$ cat src/rtl/mux_scan_ctrl.sv
// Scans the eight inputs of a downstream 8x1 mux into one parallel word.
// Optional macro SCAN_CONTINUOUS_EN lets start in DONE launch the next scan directly.
module mux_scan_ctrl #(
    parameter int unsigned SETTLE = 1
) (
    input  logic       clk,
    input  logic       rst,
    input  logic       start,
    input  logic       y_in,
    output logic [2:0] sel_out,
    output logic       en_out,
    output logic [7:0] data_out,
    output logic       busy,
    output logic       done
);

    typedef enum logic [1:0] {
        IDLE,
        SCAN,
        DONE
    } state_t;

    localparam logic [3:0] SETTLE_LAST = 4'(SETTLE - 1);

    state_t     state, state_nx;
    logic [2:0] sel_nx;
    logic [3:0] cnt, cnt_nx;
    logic [7:0] shadow, shadow_nx;
    logic [7:0] data_nx;

    always_comb begin
        state_nx  = state;
        sel_nx    = sel_out;
        cnt_nx    = cnt;
        shadow_nx = shadow;
        data_nx   = data_out;
        case (state)
            IDLE: begin
                if (start) begin
                    state_nx = SCAN;
                    sel_nx   = 3'd0;
                    cnt_nx   = 4'd0;
                end
            end
            SCAN: begin
                if (cnt == SETTLE_LAST) begin
                    cnt_nx             = 4'd0;
                    shadow_nx[sel_out] = y_in;
                    if (sel_out == 3'd7) begin
                        // last channel: publish the word including the bit taken on this edge
                        state_nx = DONE;
                        sel_nx   = 3'd0;
                        data_nx  = shadow_nx;
                    end else begin
                        sel_nx = sel_out + 3'd1;
                    end
                end else begin
                    cnt_nx = cnt + 4'd1;
                end
            end
            DONE: begin
                state_nx = IDLE;
                sel_nx   = 3'd0;
                cnt_nx   = 4'd0;
`ifdef SCAN_CONTINUOUS_EN
                if (start) begin
                    state_nx = SCAN;
                end
`else
                state_nx = IDLE;
`endif
            end
            default: begin
                state_nx = IDLE;
            end
        endcase
    end

    // Status outputs are derived from the next state so they are registered yet aligned with it.
    always_ff @(posedge clk or posedge rst) begin
        if (rst) begin
            state    <= IDLE;
            sel_out  <= 3'd0;
            cnt      <= 4'd0;
            shadow   <= 8'h00;
            data_out <= 8'h00;
            en_out   <= 1'b0;
            busy     <= 1'b0;
            done     <= 1'b0;
        end else begin
            state    <= state_nx;
            sel_out  <= sel_nx;
            cnt      <= cnt_nx;
            shadow   <= shadow_nx;
            data_out <= data_nx;
            en_out   <= (state_nx == SCAN);
            busy     <= (state_nx == SCAN);
            done     <= (state_nx == DONE);
        end
    end

endmodule

$ cat config.mk
export PLATFORM = sky130hd
export DESIGN_NAME = mux_scan_ctrl
export DESIGN_NICKNAME = d
export VERILOG_FILES = /design/src/rtl/mux_scan_ctrl.sv
export SDC_FILE = /design/constraint.sdc
export NUM_CORES = 1
export LEC_CHECK = 0
export CAP_MARGIN = 10
export CORE_ASPECT_RATIO = 0.9
export CORE_MARGIN = 2
export CORE_UTILIZATION = 42
export CTS_CLUSTER_SIZE = 28
export DETAILED_ROUTE_END_ITERATION = 7
export PLACE_DENSITY_LB_ADDON = 0.12
export SLEW_MARGIN = 5
export SYNTH_ARGS = -nofsm -noshare
export SYNTH_HDL_FRONTEND = slang
export SYNTH_SLANG_ARGS = --single-unit
$ cat constraint.sdc
create_clock -name clk -period 2.9 [get_ports clk]
set_clock_uncertainty 0.05 [all_clocks]
set_input_delay 0.58 -clock clk [delete_from_list [all_inputs] [get_ports clk]]
set_output_delay 0.58 -clock clk [all_outputs]
set_load 0.01 [all_outputs]
==> results.sh <==
export IMPL_insertion_delay_ns=0.27
export IMPL_num_rows=20
export IMPL_yosysTopAreaCellShare=0.4611
export IMPL_p_per_area_nw_per_um2=915.7
export IMPL_combPwrFrac=0.439
export IMPL_rsz0062_at_grt="false"
export IMPL_drc=0
export IMPL_fmax_mhz=425.5
export IMPL_hold_depth=1
export IMPL_core_area_um2=3353
export IMPL_ys_flop_type="dfrtp_1"
export IMPL_hold_class="reg2reg"
export IMPL_grt_pass1_vias=998
export IMPL_cts_root_buf="clkbuf_8"
export IMPL_grt_use_total=0.1597
export IMPL_start_util=0.4369
export IMPL_gp_congestion=0.8043
export IMPL_grt_antenna_before_repair=0
export IMPL_hold_viol_final=0
export IMPL_ys_types=35
export IMPL_crit_required_ns=3.01
export IMPL_yosysMostFrequentCell="dfrtp_1"
export IMPL_end_kind="flip-flop"
export IMPL_area_delta_synth_final_pct=16.40
export IMPL_htreeDepth=1
export IMPL_p_clk_frac=0.134
export IMPL_vias=1028
export IMPL_netlist_instances=128
export IMPL_leakage_nw=0.7094
export IMPL_final_min_clock_period_ns=2.350
export IMPL_cts_made_buffers=3
export IMPL_synth_edff_count=0
export IMPL_n_antenna_cell=0
export IMPL_wl_per_cell_um=14.53
export IMPL_postSynthAreaPerCell_um2=11.45
export IMPL_dieArea_um2=3978
export IMPL_post_cts_repair_setup_buffers=0
export IMPL_die_width_um=66.26
export IMPL_intPower_mw=0.9907
export IMPL_yosysSeqAreaShare=0.4611
export IMPL_synth_seq_cells=27
export IMPL_wirelength_mm=2.703
export IMPL_slew_headroom=0.6004
export IMPL_fin_nets=151
export IMPL_switchingPower_mw=0.5710
export IMPL_ir_worst_vdd_mv=0.5405
export IMPL_vias_per_cell=5.527
export IMPL_swShare=0.3656
export IMPL_n_fill_cell=325
export IMPL_ys_warn_count=0
export IMPL_first_pass_iters=4
export IMPL_cts_tree="built"
export IMPL_cts_buffer_depth=2
export IMPL_drtAntennaViolNets=0
export IMPL_dpl_hpwl_mm=1.936
export IMPL_fp_dieH_um=60.03
export IMPL_cts_hold_buf=0
export IMPL_outcome="finished, final reports clean"
export IMPL_slew_viol_final=0
export IMPL_synth_area_um2=1465
export IMPL_layout_drive_gt1_share=0.2465
export IMPL_synthTopCellsByCount="dfrtp_1 (27), mux2_2 (24), inv_1 (6), nor4_1 (6)"
export IMPL_period_share=0.8104
export IMPL_async_flop_share=1.000
export IMPL_setup_viol=0
export IMPL_grt_max_degree=28
export IMPL_tns_ns=0
export IMPL_boundaryPins=18
export IMPL_max_cap_violations=0
export IMPL_critical_path_class="reg2reg"
export IMPL_cts_resized=0
export IMPL_io_buffers=17
export IMPL_worstMarginPinSlew_ns=0.5949
export IMPL_arrival_ns=2.46
export IMPL_grt_overflow_total=0
export IMPL_synth_area_leaders="dfrtp_1 (46%), mux2_2 (18%), ha_1 (3.4%), nor4_1 (2.6%), nand3_1 (1.7%)"
export IMPL_yosys_area_top_type="dfrtp_1"
export IMPL_grt_pass1_wl_mm=4.733
export IMPL_synth_net_count=136
export IMPL_start_kind="flip-flop"
export IMPL_clk_pin_slew_worst_paths_ns=0.09
export IMPL_critPathMaxFanout=16
export IMPL_clock_sinks=27
export IMPL_drt_iter0_markers=28
export IMPL_timing_hold_ws_ns=0.4602
export IMPL_seqPwrFrac=0.427
export IMPL_ff2ff_path_depth=5
[metal layers]
layer	track usage	up-vias	wire length, um
met1	0.2258	499	1309
met4	0.04373	0	33
met5	0	-	0
met2	0.2414	22	1222
met3	0.04520	5	137
li1	-	502	-
[cell type report]
type                       instances  area (um2)  share of cell area
clock buffer                       3       41.29             0.02421
clock inverter                     1       5.005            0.002935
inverter                           6       22.52             0.01321
multi-input combinational         86       720.7              0.4226
sequential                        27       675.6              0.3962
tap                               44       55.05             0.03228
timing repair buffer              19       185.2              0.1086
[worst max-delay path, cell delays in order, from the launching register on]
cell,delay [ns]
dfrtp_1,0.61
ha_1,0.23
ha_1,0.20
or2b_1,0.29
nor4_4,0.46
mux2_2,0.40
[final timing paths]
check,slack (ns),to,from
setup reg to reg,0.55,data_out[3]$_DFFE_PP0P_,sel_out[1]$_DFFE_PP0P_
setup / recovery,0.55,data_out[3]$_DFFE_PP0P_,sel_out[1]$_DFFE_PP0P_
min in group asynchronous,0.61,sel_out[2]$_DFFE_PP0P_,rst
hold reg to reg,0.46,shadow[7]$_DFFE_PP0P_,shadow[7]$_DFFE_PP0P_
max in group asynchronous,1.94,sel_out[0]$_DFFE_PP0P_,rst
hold / removal,0.46,shadow[7]$_DFFE_PP0P_,shadow[7]$_DFFE_PP0P_
[sequential cells by signal (all words and copies together) (netlist names)]
signal	cells
sel_out	3
shadow	8
state	2
cnt	4
busy	1
data_out	8
done	1
[power groups by stage]
| stage | clock (mW) | combinational (mW) | sequential (mW) |
|---|---|---|---|
| after detailed placement | 0 | 0.690 | 0.675 |
| after global routing | 0.238 | 0.760 | 0.698 |
| after global placement | 0 | 0.675 | 0.665 |
| after floorplan | 0 | 0.525 | 0.622 |
| final | 0.209 | 0.686 | 0.666 |
| after CTS | 0.219 | 0.694 | 0.666 |
[kinds of logic after synthesis]
family	Yosys count	share of synthesized area
compound gates	17	0.08368
simple gates	41	0.1896
mux	24	0.1845
flops	27	0.4611
fa+ha+maj	4	0.03416
buf+inv	15	0.04696
[placed cells by master, fill, tap and decap left out, types with 2 or more instances in the layout]
cell	netlist	routed
dfrtp_1	27	27
mux2_2	24	24
clkdlybuf4s50_1	0	17
inv_1	6	6
nor4_1	6	6
o21ai_0	5	5
nand3_1	5	5
ha_1	4	4
nor3_1	3	3
nor2_1	3	3
nor3b_1	3	3
nand3b_1	3	3
nand4_1	3	3
nand2b_1	3	3
a22oi_1	3	3
clkbuf_8	0	3
o211ai_1	2	2
and2_1	2	2
a211oi_1	2	2
buf_4	2	2
[metrics by stage]
stage                     setup WS (ns)  total power [mW]  utilization  instances  cell area [um2]
after detailed placement         0.5001             1.365       0.4948        182             1659
final                            0.5498             1.562       0.5086        186             1705
after global placement           0.5654             1.340       0.4948        182             1659
after floorplan                  0.8998             1.147            -        128             1465
after global routing             0.3815             1.696       0.5086        186             1705
after CTS                        0.4930             1.580       0.5086        186             1705
Power figures use the tool's default switching activity.
